$ cat config.mk
export PLATFORM = sky130hd
export DESIGN_NAME = ctrl_sequencer
export DESIGN_NICKNAME = d
export VERILOG_FILES = /design/src/rtl/ctrl_pkg.sv /design/src/rtl/ctrl_decode.sv /design/src/rtl/ctrl_sequencer.sv
export SDC_FILE = /design/constraint.sdc
export NUM_CORES = 1
export LEC_CHECK = 0
export BUFFER_PORTS_ARGS = -buffer_cell sky130_fd_sc_hd__buf_2
export CORE_AREA = 2 2 39 41
export DETAILED_ROUTE_END_ITERATION = 16
export DIE_AREA = 0 0 41 43
export GPL_ROUTABILITY_DRIVEN = 0
export PLACE_DENSITY = 0.78
export REMOVE_ABC_BUFFERS = 1
export SETUP_SLACK_MARGIN = 0.3
export SLEW_MARGIN = 0
export SYNTH_ARGS = -nofsm -noshare
export SYNTH_HDL_FRONTEND = slang
export SYNTH_HIERARCHICAL = 1
export SYNTH_SLANG_ARGS = --single-unit
$ cat constraint.sdc
create_clock -name clk -period 3.4 [get_ports clk]
set_input_delay 0.68 -clock clk [delete_from_list [all_inputs] [get_ports clk]]
set_output_delay 0.68 -clock clk [all_outputs]
set_load 0.02 [all_outputs]
$ cat src/rtl/ctrl_pkg.sv
// Shared constants for the microcode sequencer: opcodes, control-word bit map, idle/halt words.
// Active-low strobes sit at 1 in CW_IDLE; the optional early-end feature is CTRL_EARLY_END_EN.
package ctrl_pkg;

    localparam int NUM_STEPS_DEF = 5;

    typedef logic [2:0] step_t;

    typedef enum logic {
        ST_RUN  = 1'b0,
        ST_HALT = 1'b1
    } run_state_t;

    localparam logic [3:0] OP_NOP = 4'b0000;
    localparam logic [3:0] OP_LDA = 4'b0001;
    localparam logic [3:0] OP_ADD = 4'b0010;
    localparam logic [3:0] OP_SUB = 4'b0011;
    localparam logic [3:0] OP_STA = 4'b0100;
    localparam logic [3:0] OP_LDI = 4'b0101;
    localparam logic [3:0] OP_JMP = 4'b0110;
    localparam logic [3:0] OP_JC  = 4'b0111;
    localparam logic [3:0] OP_JZ  = 4'b1000;
    localparam logic [3:0] OP_OUT = 4'b1110;
    localparam logic [3:0] OP_HLT = 4'b1111;

    localparam int CB_HLT  = 15;
    localparam int CB_MI_N = 14;
    localparam int CB_RI   = 13;
    localparam int CB_RO_N = 12;
    localparam int CB_IO_N = 11;
    localparam int CB_II_N = 10;
    localparam int CB_AI_N = 9;
    localparam int CB_AO_N = 8;
    localparam int CB_EO_N = 7;
    localparam int CB_SU   = 6;
    localparam int CB_BI_N = 5;
    localparam int CB_OI_N = 4;
    localparam int CB_CE   = 3;
    localparam int CB_CO_N = 2;
    localparam int CB_J_N  = 1;
    localparam int CB_FI   = 0;

    localparam logic [15:0] CW_IDLE = 16'h5FB6;
    localparam logic [15:0] CW_HALT = CW_IDLE | 16'h8000;

endpackage

$ cat src/rtl/ctrl_decode.sv
// Combinational microcode ROM: (opcode, T-state, flags) -> control word and last-step flag.
// With CTRL_EARLY_END_EN defined, `last` marks each instruction's final active step; otherwise it stays 0.
module ctrl_decode
    import ctrl_pkg::*;
(
    input  logic [3:0]  I,
    input  logic [2:0]  step,
    input  logic        cf,
    input  logic        zf,
    output logic [15:0] ctrl,
    output logic        last
);

    always_comb begin
        ctrl = CW_IDLE;
        case (step)
            3'd0: begin
                ctrl[CB_CO_N] = 1'b0;
                ctrl[CB_MI_N] = 1'b0;
            end
            3'd1: begin
                ctrl[CB_RO_N] = 1'b0;
                ctrl[CB_II_N] = 1'b0;
                ctrl[CB_CE]   = 1'b1;
            end
            3'd2: begin
                // Flags only matter here; later steps never look at cf/zf.
                case (I)
                    OP_LDA, OP_ADD, OP_SUB, OP_STA: begin
                        ctrl[CB_IO_N] = 1'b0;
                        ctrl[CB_MI_N] = 1'b0;
                    end
                    OP_LDI: begin
                        ctrl[CB_IO_N] = 1'b0;
                        ctrl[CB_AI_N] = 1'b0;
                    end
                    OP_JMP: begin
                        ctrl[CB_IO_N] = 1'b0;
                        ctrl[CB_J_N]  = 1'b0;
                    end
                    OP_JC: begin
                        ctrl[CB_IO_N] = 1'b0;
                        ctrl[CB_J_N]  = ~cf;
                    end
                    OP_JZ: begin
                        ctrl[CB_IO_N] = 1'b0;
                        ctrl[CB_J_N]  = ~zf;
                    end
                    OP_OUT: begin
                        ctrl[CB_AO_N] = 1'b0;
                        ctrl[CB_OI_N] = 1'b0;
                    end
                    OP_HLT: ctrl[CB_HLT] = 1'b1;
                    default: ;
                endcase
            end
            3'd3: begin
                case (I)
                    OP_LDA: begin
                        ctrl[CB_RO_N] = 1'b0;
                        ctrl[CB_AI_N] = 1'b0;
                    end
                    OP_ADD, OP_SUB: begin
                        ctrl[CB_RO_N] = 1'b0;
                        ctrl[CB_BI_N] = 1'b0;
                    end
                    OP_STA: begin
                        ctrl[CB_AO_N] = 1'b0;
                        ctrl[CB_RI]   = 1'b1;
                    end
                    default: ;
                endcase
            end
            3'd4: begin
                if (I == OP_ADD || I == OP_SUB) begin
                    ctrl[CB_EO_N] = 1'b0;
                    ctrl[CB_AI_N] = 1'b0;
                    ctrl[CB_FI]   = 1'b1;
                    ctrl[CB_SU]   = (I == OP_SUB);
                end
            end
            default: ;
        endcase
    end

`ifdef CTRL_EARLY_END_EN
    always_comb begin
        case (I)
            OP_LDA, OP_STA: last = (step == 3'd3);
            OP_ADD, OP_SUB: last = (step == 3'd4);
            default:        last = (step == 3'd2);
        endcase
    end
`else
    assign last = 1'b0;
`endif

endmodule

$ cat src/rtl/ctrl_sequencer.sv
// T-state counter, halt latch and reset forcing around the microcode ROM; ctrl is combinational.
// Early instruction end is enabled by defining CTRL_EARLY_END_EN (see ctrl_decode).
module ctrl_sequencer
    import ctrl_pkg::*;
#(
    parameter int NUM_STEPS = NUM_STEPS_DEF
) (
    input  logic        clk,
    input  logic        clr,
    input  logic [3:0]  I,
    input  logic        cf,
    input  logic        zf,
    output logic [15:0] ctrl,
    output logic [2:0]  step,
    output logic        halted
);

    localparam step_t LAST_STEP = step_t'(NUM_STEPS - 1);

    step_t      step_q, step_d;
    run_state_t state_q, state_d;
    logic [15:0] dec_ctrl;
    logic        dec_last;

    ctrl_decode u_decode (
        .I    (I),
        .step (step_q),
        .cf   (cf),
        .zf   (zf),
        .ctrl (dec_ctrl),
        .last (dec_last)
    );

    always_comb begin
        state_d = state_q;
        step_d  = step_q;
        ctrl    = dec_ctrl;
        case (state_q)
            ST_RUN: begin
                // HLT freezes the counter on T2 rather than wrapping.
                if (dec_ctrl[CB_HLT]) begin
                    state_d = ST_HALT;
                end else if (dec_last || step_q == LAST_STEP) begin
                    step_d = '0;
                end else begin
                    step_d = step_q + 3'd1;
                end
            end
            ST_HALT: ctrl = CW_HALT;
            default: state_d = ST_RUN;
        endcase
        if (clr) begin
            ctrl = CW_IDLE;
        end
    end

    always_ff @(posedge clk) begin
        if (clr) begin
            step_q  <= '0;
            state_q <= ST_RUN;
        end else begin
            step_q  <= step_d;
            state_q <= state_d;
        end
    end

    assign step   = step_q;
    assign halted = (state_q == ST_HALT);

endmodule

* After elaboration in Yosys (flattened, before gate mapping)
Index checks and enable logic that the tools add are counted.
** Storage, ports and cells
- Bits in registers :: 4
- Bits in latches :: 0
- Bits in writable memories :: 0
- Bits in read-only memories :: 0
- Input port bits :: 8
- Output and inout bits :: 20
- Word-level logic and storage cells :: 62
- Memories :: 0
** Operators by class
- Add/sub/neg operators :: 1
- Multipliers :: 0
- Divide/modulo/power cells :: 0
- $lt $le $gt $ge :: 0
- Eq/ne operators :: 14
- Shift operators :: 0
- Muxes and demuxes :: 34
- Bitwise gates (word level) :: 4
- Reductions and logical operators :: 7
** Operator list (number)
- 2-to-1 mux 16 bit :: 2
- 2-to-1 mux 1 bit :: 24
- equality test 4 x 3 -> 1 bit (second input constant) :: 4
- equality test 4 bit (second input constant) :: 3
- equality test 4 x 2 -> 1 bit (second input constant) :: 2
- OR reduction 8 bit :: 1
- equality test 3 x 2 -> 1 bit (second input constant) :: 2
- one-hot mux 1 bit (2 select lines) :: 3
- one-hot mux 1 bit (3 select lines) :: 2
- equality test 4 x 1 -> 1 bit (second input constant) :: 1
- 2-to-1 mux 2 bit :: 2
- NOT 1 bit :: 4
- OR reduction 4 bit :: 1
- adder 3 x 1 -> 3 bit (second input constant) :: 1
- equality test 3 x 1 -> 1 bit (second input constant) :: 1
- equality test 3 bit (second input constant) :: 1
- logical NOT 3 bit :: 1
- 2-to-1 mux 3 bit :: 1
- OR reduction 3 bit :: 1
- AND reduction 2 bit :: 1
- OR reduction 2 bit :: 1
- logical OR 1 bit :: 1

* Depth between registers and ports, before layout
Gate-level depths: netlist of the first run.
- Depth after elaboration :: 6
- Gate-level depth with buffers :: 7
- Mapped depth without buffers :: 6

* Hierarchy
Netlist of the first run, hierarchy kept.
** By module, submodules not included
- ctrl_decode :: instances 1, cells an instance 42, area an instance 300.3 sq um, sequential area each 0.0 sq um
- ctrl_sequencer :: instances 1, cells an instance 41, area an instance 299.0 sq um, sequential area each 80.1 sq um

* Worst setup path after synthesis of the first run
No wires, ideal clock.
- Kind :: input-to-output
- Start :: in I[2]
- End :: out ctrl[1]
- Arrival time :: 1675 ps
- Required time :: 2720 ps
- Slack :: 1045 ps
- Stages on the path :: 5
- Buffers on the path :: 1
- Cells stage by stage :: buf_4 -> nor3_4 -> a31o_1 -> nand4_1 -> or3_1
** On the way
- Longest elaborated chain between the ends :: 5
- Elaborated cells between the ends (all ways) :: 7
- Those cells by class :: 3 x eq/ne; 4 x mux
** RTL lines
- start, declared :: line ctrl_sequencer.sv:10 : input logic [3:0] I,
- equality test 4 bit or equality test 4 x 3 -> 1 bit (tied branches) :: line ctrl_decode.sv:28 : case (I)
- one-hot mux 1 bit (3 select lines) (*) :: line ctrl_decode.sv:28
- 2-to-1 mux 1 bit (*) :: line ctrl_decode.sv:16 : case (step)
- via dec_ctrl[1] :: line ctrl_sequencer.sv:22 : logic [15:0] dec_ctrl;
- 2-to-1 mux 16 bit (*) :: line ctrl_sequencer.sv:38 : case (state_q)
- 2-to-1 mux 16 bit (*) :: line ctrl_sequencer.sv:52 : if (clr) begin
- end, declared :: line ctrl_sequencer.sv:13 : output logic [15:0] ctrl,
Mark *: on every way through the listed nets, which the timed path passes. The rest lies on a longest branch.

* Worst setup path in the final report of the first run
- Start :: in I[1]
- End :: out ctrl[9]
** On the way
- Longest elaborated chain between the ends :: 6
- Elaborated cells between the ends (all ways) :: 11
- Those cells by class :: 4 x eq/ne; 6 x mux; 1 x reduce/logical
** RTL lines
- equality test 4 x 2 -> 1 bit :: line ctrl_decode.sv:75 : if (I == OP_ADD || I == OP_SUB) begin
- logical OR 1 bit :: line ctrl_decode.sv:75
- 2-to-1 mux 1 bit :: line ctrl_decode.sv:75
- one-hot mux 1 bit (3 select lines) (*) :: line ctrl_decode.sv:16
- via dec_ctrl[9] :: line ctrl_sequencer.sv:22
- 2-to-1 mux 16 bit (*) :: line ctrl_sequencer.sv:38
- 2-to-1 mux 16 bit (*) :: line ctrl_sequencer.sv:52
Marked as above.

==> results.cfg, run 1 <==
[drt]
ant_nets = 0
vias = 639
finalWirelength_mm = 1.368
viasPerCell = 5.238
drtIter0Drc = 12
drc = 0
wl_per_cell_um = 11.21
dr.pass1.iters = 4

[sta]
setup-tns-final_ns = 0
hold_viol_final = 0
post-route-period-util = 0.7379
drv_slew = 0
setup_viol = 0
period_minus_slack_ns = 2.509
clock_skew_ns = 0.0005386
fmax_mhz = 398.6
rsz0062_at_grt = false

[finish]
drive_above_1_share = 0.3302
num-fill-cells = 147
instances_no_fill = 122
synthToLayoutAreaGrowth_pct = 20.46
final_util = 0.5217
diodes = 0
fin_nets = 118

[synthesis]
synth_simple_gate_area_frac = 0.5407
synth_top_family_by_area = simple AND/OR/NAND/NOR gates
yosysSeqAreaShare = 0.1336
ys_ff_latch = 4
ys.flop_type = dfxtp_1
syn_inst = 83
synth_area_um2 = 599.3
ys_types = 31
synth_compound_area_frac = 0.1315
async_flop_share = 0
synth_edf_count = 0
ys_warn_count = 6
synthAdderAreaFrac = 0.04175
synth_xor_area_frac = 0.02923
avgSynthCellArea_um2 = 7.221
muxShareOfSynthArea = 0

[setup_path]
worstPathRequired_ns = 2.72
crit_fanout = 9
cp-start-kind = input port
crit_path_end_kind = output pin
cp.arrival_ns = 1.83
worstSetupPathType = input port to output pin

[die]
die_w_um = 41
start_util = 0.4331
die_y_um = 43
dieArea_um2 = 1763
ioPinCount = 28
coreArea_um2 = 1384
std_cell_rows = 14

[clock_tree]
cts_buffers = 3
clock_sinks = 4
htreeDepth = 1
cts_tree = yes
cts_root_buffer = clkbuf_4
clockBufferDepth = 2
clk-insertion-delay-late_ns = 0.23
clk_pin_slew_worst_paths_ns = 0.04
post-cts-setup-buffers = 0
postCtsHoldBufs = 0
cts-resized-gates = 0

[global_route]
grt_overflow = 0
grt_max_degree = 18
grt_antenna_before_repair = 0
grt_first_pass_wirelength_mm = 2.021
grt_usage = 0.1608
grt_pass1_vias = 471

[placement]
portBuffers = 27
hpwl_um = 987.6
place_inst = 119

[pwr]
vdd_drop_max_mv = 0.1641
p_leak_uw = 0.0003258
power_density_nw_per_um2 = 216.4
power_uw = 156.3

[flow_run]
drv_cap = 0

[outcome]
status = completed

[min_path]
min_path_type = flip-flop to flip-flop
[metal layers]
layer / GRT usage / up-vias / part of all wire
li1: - / 342 / -
met1: 0.2290 / 272 / 0.48
met2: 0.2406 / 25 / 0.44
met3: 0.01571 / 0 / 0.079
met4: 0.06000 / 0 / 0
met5: 0 / - / 0
[cell families (layout without fill, tap and decap cells)]
| family | count (synthesis) | count (layout) |
|---|---|---|
| simple gates | 50 | 50 |
| compound gates | 13 | 13 |
| other cells | 1 | 1 |
| fa+ha+maj | 2 | 2 |
| buf+inv | 11 | 34 |
| xor+xnor | 2 | 2 |
| flops | 4 | 4 |
[path summary, 6_finish.rpt]
path                         from  cells after the start              endpoint  slack [ns]
min reg2reg  step[2]$_SDFFE_PP0P_                      2  step[2]$_SDFFE_PP0P_        0.60
max reg2reg  step[0]$_SDFFE_PP0P_                      6  step[2]$_SDFFE_PP0P_        1.83
max                          I[1]                      6               ctrl[9]        0.89
min          step[2]$_SDFFE_PP0P_                      2  step[2]$_SDFFE_PP0P_        0.60
[cells in the mapped netlist (2+ instances only)]
library cell | instances | area [µm²]
dfxtp_1 | 4 | 80.08
nor3_1 | 2 | 10.01
buf_6 | 2 | 22.52
nand4_1 | 2 | 12.51
and2b_1 | 2 | 15.01
nand2_1 | 3 | 11.26
and2_1 | 6 | 37.54
and3b_1 | 2 | 17.52
or3_1 | 12 | 75.07
o21ai_0 | 3 | 15.01
ha_1 | 2 | 25.02
a21oi_1 | 5 | 25.02
nand3_1 | 4 | 20.02
nor2_1 | 7 | 26.28
inv_1 | 4 | 15.01
buf_4 | 3 | 22.52
xnor2_1 | 2 | 17.52
buf_2 | 2 | 10.01
o31ai_1 | 3 | 22.52
and3_1 | 2 | 12.51
[power by group]
part	internal, µW	switching, µW
clock	39.4	18.5
combinational	18.8	27.2
sequential	48.4	3.92
total	107	49.6
[sequential cells by signal (all words and copies together), names as in the netlist]
register	flops
step	3
halted	1
[layout make-up]
type / instances / area (µm²) / area share
Clock buffer: 3 / 22.52 / 0.03120
Inverter: 4 / 15.01 / 0.02080
Multi-Input combinational cell: 68 / 449.2 / 0.6222
Sequential cell: 4 / 80.08 / 0.1109
Tap cell: 16 / 20.02 / 0.02773
Timing Repair Buffer: 27 / 135.1 / 0.1872
[cell usage in the layout, fill, tap and decap left out, drive strengths merged, types with 3 or more instances in the layout]
cell,count
nand3,4
nor3,3
o21ai,3
a21oi,5
dfxtp,4
inv,4
nor2,8
nand2,3
or3,12
clkbuf,3
o31ai,3
and2,6
buf,27
[per-stage QoR]
step / instance area, µm² / hold slack, ns / setup slack [ns]
2_1_floorplan: 544.3 / 0.6149 / 1.186
3_3_place_gp: 699.4 / 0.5939 / 0.9005
3_5_place_dp: 699.4 / 0.5928 / 0.8723
4_1_cts: 721.9 / 0.6001 / 0.8753
5_1_grt: 721.9 / 0.6437 / 0.8003
6_report: 721.9 / 0.5989 / 0.8911
[critical path: stages]
cell,delay (ns)
buf_2,0.19
nor2b_4,0.17
and4b_4,0.25
a21oi_1,0.04
or3_1,0.33
buf_2,0.16
Note: power is estimated with default switching activity, not from simulation.
==> run 2: changes to the inputs <==
- CORE_AREA: 2 2 39 41 -> unset
- CORE_MARGIN: unset -> 2
- CORE_UTILIZATION: unset -> 45
- DIE_AREA: 0 0 41 43 -> unset
- clock period: 3.4 -> 2.6 ns (I/O delays scaled with it)
==> run 2 against run 1 <==
Compared with the run above: via count is 4.2% higher; critical path depth stayed put; global-route usage up 5.1 points; clock skew increased by 0.0050 ns; hold slack lost 0.0045 ns; combinational power increased by 34%; non-clock buffer count rose by 1; die area down 7.0%; routed wire length increased by 10%; first-iteration DRC count rose by 17%; count of clock-buffer cells in the layout unchanged; final cell count stayed put; critical endpoint is now ctrl[1].
==> results.cfg, run 2 (synthesis gave the netlist of run 1 again) <==
[outcome]
status = completed

[setup_path]
crit_fanout = 9
slowest_delay_ns = 0.34
path_cells = buf_2 -> nor3_4 -> a31o_1 -> nand4_1 -> or3_1 -> buf_2
worstPathRequired_ns = 2.08
crit_path_end_kind = output pin
worstSetupPathType = input port to output pin
cp-start-kind = input port
crit_path_top_delay_cell = or3_1
crit_top_cell = buf_2
cp.arrival_ns = 1.72

[clock_tree]
clk-insertion-delay-late_ns = 0.24
post-cts-setup-buffers = 0
cts_buffers = 3
cts_tree = yes
htreeDepth = 1
clk_pin_slew_worst_paths_ns = 0.03
clock_sinks = 4
postCtsHoldBufs = 0
cts_root_buffer = clkbuf_4
cts-resized-gates = 0
clockBufferDepth = 2

[drt]
wl_per_cell_um = 12.34
ant_nets = 0
wl_met2_um = 744
vias = 666
met3WireLength_um = 66
dr.pass1.iters = 4
viasPerCell = 5.459
finalWirelength_mm = 1.505
wl_met1_um = 683
drtIter0Drc = 14
drc = 0
top_layer = met4

[finish]
diodes = 0
drive_above_1_share = 0.3551
layout_common_cells = 27 x buf_2, 12 x or3_1, 7 x nor2_1, 6 x and2_1, 5 x a21oi_1
final_common_cell = buf_2
fin_nets = 119
post-route-cell-area_um2 = 730.7
largest_reg_flops = 3
synthToLayoutAreaGrowth_pct = 21.92
instances_no_fill = 122

[die]
dieArea_um2 = 1640
std_cell_rows = 13
die_y_um = 40.50
die_w_um = 40.50
coreArea_um2 = 1269
ioPinCount = 28
start_util = 0.4724

[sta]
drv_slew = 0
hold_viol_final = 0
period_minus_slack_ns = 2.239
clock_skew_ns = 0.005584
fmax_mhz = 446.7
setup_viol = 0
rsz0062_at_grt = false
post-route-period-util = 0.8610
setup-tns-final_ns = 0

[global_route]
grt_overflow = 0
grt_antenna_before_repair = 0
grt_max_degree = 18
grt_first_pass_wirelength_mm = 2.325
grt_usage = 0.2120
grt_pass1_vias = 548

[flow_run]
drv_cap = 0

[placement]
placed_area_um2 = 705.7
hpwl_mm = 1.085
portBuffers = 27
place_inst = 119

[pwr]
vdd_drop_max_mv = 0.1736
power_uw = 210.0
power_density_nw_per_um2 = 287.3
p_leak_uw = 0.0003308

[min_path]
min_path_type = flip-flop to flip-flop
[run 2: changes by cell type in the layout (fill, tap and decap cells not counted), sizes merged]
| cell | delta |
|---|---|
| buf | +1 |
[run 2: metal layers]
layer	vias up	track usage
met5	-	0
met4	0	0.1000
met3	2	0.03333
met2	20	0.3611
met1	300	0.2549
li1	344	-
[run 2: metrics by stage]
stage / hold WS [ns] / setup slack, ns / utilization
2_1_floorplan: 0.5891 / 0.6594 / -
3_3_place_gp: 0.5858 / 0.4381 / 0.5562
3_5_place_dp: 0.5939 / 0.3663 / 0.5562
4_1_cts: 0.6005 / 0.3643 / 0.5740
5_1_grt: 0.6257 / 0.3116 / 0.5759
6_report: 0.5944 / 0.3613 / 0.5759
[run 2: where the power goes]
group	switching [µW]	total (µW)	internal [µW]
Clock	27.5	79.2	51.8
Combinational	36.9	61.7	24.8
Sequential	5.31	69.0	63.7
[run 2: worst paths after layout]
check                         endpoint  cells past startpoint                 start  slack [ns]
setup / recovery               ctrl[1]                      6                  I[2]        0.36
hold / removal    step[1]$_SDFFE_PP0P_                      2  step[1]$_SDFFE_PP0P_        0.59
setup reg to reg  step[0]$_SDFFE_PP0P_                      6  step[2]$_SDFFE_PP0P_        1.03
hold reg to reg   step[1]$_SDFFE_PP0P_                      2  step[1]$_SDFFE_PP0P_        0.59
[run 2: area by class of cell]
cell class | count | area [µm²]
fillers | 131 | 538.0
multi-input cells | 68 | 449.2
repair buffers | 28 | 142.6
flip-flops and latches | 4 | 82.58
clock buffers | 3 | 22.52
well taps | 15 | 18.77
inverters | 4 | 15.01
[run 2: worst max-delay path: cells and delay by family]
kind                   cells  cell delay [ns]
AND/OR/NAND/NOR            3             0.70
AO/OA/AOI/OAI              1             0.17
buffers and inverters      2             0.33
